**config.mk**
```make
export PLATFORM = sky130hd
export DESIGN_NAME = significand
export DESIGN_NICKNAME = d
export VERILOG_FILES = /design/src/rtl/significand.sv
export SDC_FILE = /design/constraint.sdc
export NUM_CORES = 1
export LEC_CHECK = 0
export CAP_MARGIN = 20
export CORE_AREA = 2 2 145 147
export DETAILED_ROUTE_END_ITERATION = 10
export DIE_AREA = 0 0 147 149
export MAX_ROUTING_LAYER = met4
export PLACE_DENSITY = 0.68
export SYNTH_ARGS = -nofsm -noshare
export SYNTH_HDL_FRONTEND = slang
export SYNTH_SLANG_ARGS = --single-unit
```
**constraint.sdc**
```tcl
create_clock -name clk -period 7.1 [get_ports clk]
set_input_delay 1.775 -clock clk [delete_from_list [all_inputs] [get_ports clk]]
set_output_delay 1.775 -clock clk [all_outputs]
set_load 0.02 [all_outputs]
```
**src/rtl/significand.sv**
```systemverilog
`default_nettype none
// ============================================================================
// Module   : significand
// Purpose  : FPU operand unpack, fraction extract plus denormal normalization
// Revision : 1.0
// ============================================================================
module significand #(
  parameter int N = 64
) (
  input  logic          clk,
  input  logic          rst,
  input  logic          dbs,
  input  logic [N-1:0]  x,
  input  logic          ez,
  input  logic          normal,
  output logic [5:0]    lz,
  output logic [52:0]   f,
  output logic          fz,
  output logic [51:0]   h
);

  if (N != 64) begin : g_bad_width
    $error("significand: only N=64 is supported");
  end

  logic [51:0] w_h;
  logic [52:0] w_s;
  logic [63:0] w_lzv;
  logic [63:0] w_mask;
  logic [5:0]  w_cnt;
  logic [5:0]  w_lz;
  logic [52:0] w_sh;
  logic        w_unused;

  assign w_h      = dbs ? x[51:0] : {x[54:32], 29'b0};
  assign w_s      = {normal, w_h};
  assign w_unused = ^x[63:55];

  // Trailing ones cap the count at 53 for an all-zero significand.
  always_comb begin
    w_lzv  = {w_s, 11'h7FF};
    w_cnt  = '0;
    w_mask = '0;
    for (int k = 5; k >= 0; k--) begin
      w_mask = ~({64{1'b1}} >> (1 << k));
      if ((w_lzv & w_mask) == 64'd0) begin
        w_cnt[k] = 1'b1;
        w_lzv    = w_lzv << (1 << k);
      end
    end
  end

  assign w_lz = (ez && (w_s != 53'd0)) ? w_cnt : 6'd0;

  always_comb begin
    w_sh = w_s;
    for (int k = 0; k < 6; k++) begin
      if (w_lz[k]) begin
        w_sh = w_sh << (1 << k);
      end
    end
  end

  logic [5:0]  r_lz;
  logic [52:0] r_f;
  logic        r_fz;
  logic [51:0] r_h;

  always_ff @(posedge clk or posedge rst) begin
    if (rst) begin
      r_lz <= '0;
      r_f  <= '0;
      r_fz <= 1'b0;
      r_h  <= '0;
    end else begin
      r_lz <= w_lz;
      r_f  <= w_sh;
      r_fz <= (w_h == 52'd0);
      r_h  <= w_h;
    end
  end

  assign lz = r_lz;
  assign f  = r_f;
  assign fz = r_fz;
  assign h  = r_h;

endmodule
`default_nettype wire

```
==> flow_metrics.env <==
export IMPL_crit_path_start_kind="input port"
export IMPL_hold_buffers=0
export IMPL_drive_gt1_share_pct=18.4
export IMPL_fin_nets=1314
export IMPL_num_vias=9224
export IMPL_grt_util_met3_pct=6.54
export IMPL_cp_end_kind="flop"
export IMPL_final_cells=1526
export IMPL_dp_hpwl_mm=26.7
export IMPL_setup_violations=0
export IMPL_max_freq_mhz=152
export IMPL_mostFrequentLayoutCells="clkdlybuf4s50_1 (170), buf_4 (148), nand2_1 (113), dfrtp_1 (112), nor2_1 (101)"
export IMPL_final_core_utilization_pct=54.9
export IMPL_ys_ff_latch=112
export IMPL_maxSlewHeadroom_pct=44.4
export IMPL_top_usage_layer="met2"
export IMPL_start_util_pct=39.1
export IMPL_peakVddDrop_uv=114
export IMPL_grt_util_all_layers_pct=31.9
export IMPL_status="completed"
export IMPL_worst_setup_path_type="in2reg"
export IMPL_drt_first_iter_violations=1110
export IMPL_cts_resized=0
export IMPL_crit_end="f[50]"
export IMPL_final_hold_violation_count=0
export IMPL_final_common_cell="clkdlybuf4s50_1"
export IMPL_maxCapViolCount=0
export IMPL_grt_max_degree=69
export IMPL_synth_top_area_share_pct=34.8
export IMPL_yosysSeqAreaShare_pct=34.8
export IMPL_via_per_inst=6.04
export IMPL_synth_edf_count=0
export IMPL_cts_tree="done"
export IMPL_place_area_um2=11000
export IMPL_holdWs_ps=1940
export IMPL_cellLeakagePower_nw=4.83
export IMPL_post_drt_wl_per_cell_um=22.4
export IMPL_ys_top_cells_by_area="dfrtp_1 (35%), nand2_1 (5.3%), mux2i_1 (5.0%)"
export IMPL_fp_row_count=53
export IMPL_core_area_um2=20600
export IMPL_syn_area_um2=8040
export IMPL_grt_use_met1_pct=41.4
export IMPL_cp_max_fo=7
export IMPL_tns_ps=0
export IMPL_ys_warn_count=0
export IMPL_numCtsBuffers=9
export IMPL_rsz0062_at_grt="no"
export IMPL_hold_class="in2async"
export IMPL_stdcell_area_um2=11300
export IMPL_avgSynthCellArea_um2=8.22
export IMPL_cts_sinks=112
export IMPL_grt_overflow=0
export IMPL_syn_to_final_growth_pct=40.4
export IMPL_syn_nets=1047
export IMPL_final_max_slew_viol_count=0
export IMPL_grt_pass1_wl_mm=51.8
export IMPL_drc=0
export IMPL_die_area_um2=21900
export IMPL_timing_final_crit_share_pct=92.4
export IMPL_numPlacedInstances=1509
export IMPL_power_density_nw_per_um2=174
export IMPL_path_clk_slew_ps=90
export IMPL_cp_arrival_ps=6790
export IMPL_fin_crit_ps=6560
export IMPL_routed_wl_mm=34.3
export IMPL_grtUsageMet2_pct=48.4
export IMPL_postRouteAntennaNets=0
export IMPL_ys_types=90
export IMPL_required_ps=7330
export IMPL_nFillCells=1994
export IMPL_die_h_um=149
export IMPL_syn_inst=978
export IMPL_clock_path_buffers=2
export IMPL_place_congestion=1.03
export IMPL_synth_flop_cell="dfrtp_1"
export IMPL_die_w_um=147
export IMPL_antenna_found_initial=0
export IMPL_postCtsSetupBuffers=0
export IMPL_pin_count=181
export IMPL_grt_pass1_vias=8902
export IMPL_tightest_slew_ps=834
export IMPL_cts_max_level=3
export IMPL_numPortBuffers=171
export IMPL_clockRootBuffer="clkbuf_16"
export IMPL_yosysTopAreaCell="dfrtp_1"
export IMPL_critPathLaunch="x[48]"
export IMPL_async_reset_ff_share_pct=100
export IMPL_dr_pass1_iters=6
## through the flow
| stage | setup WS, ps | power (mW) |
|---|---|---|
| after floorplan | 1340 | 1.08 |
| after global placement | 301 | 1.44 |
| after detailed placement | 291 | 1.44 |
| after CTS | 655 | 1.97 |
| after global routing | 372 | 2.05 |
| final | 536 | 1.97 |
## sequential cells by signal, indices dropped and copies added, names as in the netlist
register  flops
f            53
lz            6
h            52
fz            1
## synthesized netlist by cell type, types with 19 or more instances
| cell | number |
|---|---|
| a211oi_1 | 21 |
| mux2i_1 | 40 |
| dfrtp_1 | 112 |
| clkbuf_1 | 34 |
| o21ai_0 | 66 |
| nand2_1 | 113 |
| inv_1 | 42 |
| buf_2 | 19 |
| nor2_1 | 101 |
| nor3_1 | 33 |
| a21oi_1 | 75 |
| o211ai_1 | 19 |
| nand3_1 | 23 |
## power breakdown
group          switching, mW  internal [mW]  leakage (nW)
registers             0.0169          0.695          1.38
logic                  0.420          0.313          3.30
clock network          0.268          0.252         0.149
## worst max-delay path: stages
cell and delay (ps):
clkdlybuf4s50_1 490, mux2i_1 320, inv_2 90, or4_4 510
nor4b_2 290, o21ai_1 160, buf_4 190, nor4_1 290
o2111ai_1 250, a21o_1 260, buf_4 140, nand2_2 110
inv_1 170, buf_4 180, nor3_1 510, a221oi_1 220
buf_4 200, nand2_1 90, a31oi_1 90, a21oi_1 290
o22ai_1 160
## worst min path at each step
stage	from	to	slack (ps)	depth (start not counted)
global route	dbs	h[51]	1980	2
floorplan	x[19]	h[19]	1940	2
CTS	dbs	h[51]	1960	2
detailed placement	dbs	h[51]	2340	2
global placement	dbs	h[51]	2340	2
finish	rst	h[35]	1940	2
## per-layer routing
metal  wire [µm]  up-vias
met2       15300      556
li1            -     4193
met4        1490        0
met1       14200     4371
met3        3200      104
met5           0        -
## area by class of cell
| cell class | instances | area [µm²] | share of cell area [%] |
|---|---|---|---|
| Sequential cell | 112 | 2800 | 24.8 |
| Multi-Input combinational cell | 748 | 4710 | 41.7 |
| Antenna cell | 1 | 2.50 | 0.0222 |
| Clock buffer | 9 | 225 | 1.99 |
| Timing Repair Buffer | 325 | 2940 | 26.0 |
| Clock inverter | 7 | 83.8 | 0.743 |
| Inverter | 49 | 186 | 1.65 |
| Tap cell | 275 | 344 | 3.05 |
## cell families (layout without fill, tap and decap cells)
family,after synthesis,count (layout),share of synthesized area (%)
AO/OA/AOI/OAI,356,356,31.2
AND/OR/NAND/NOR,330,330,18.9
buffers and inverters,118,390,6.69
flip-flops,112,112,34.8
multiplexers,62,62,8.40
other,0,1,0
Power figures use the tool's default switching activity.
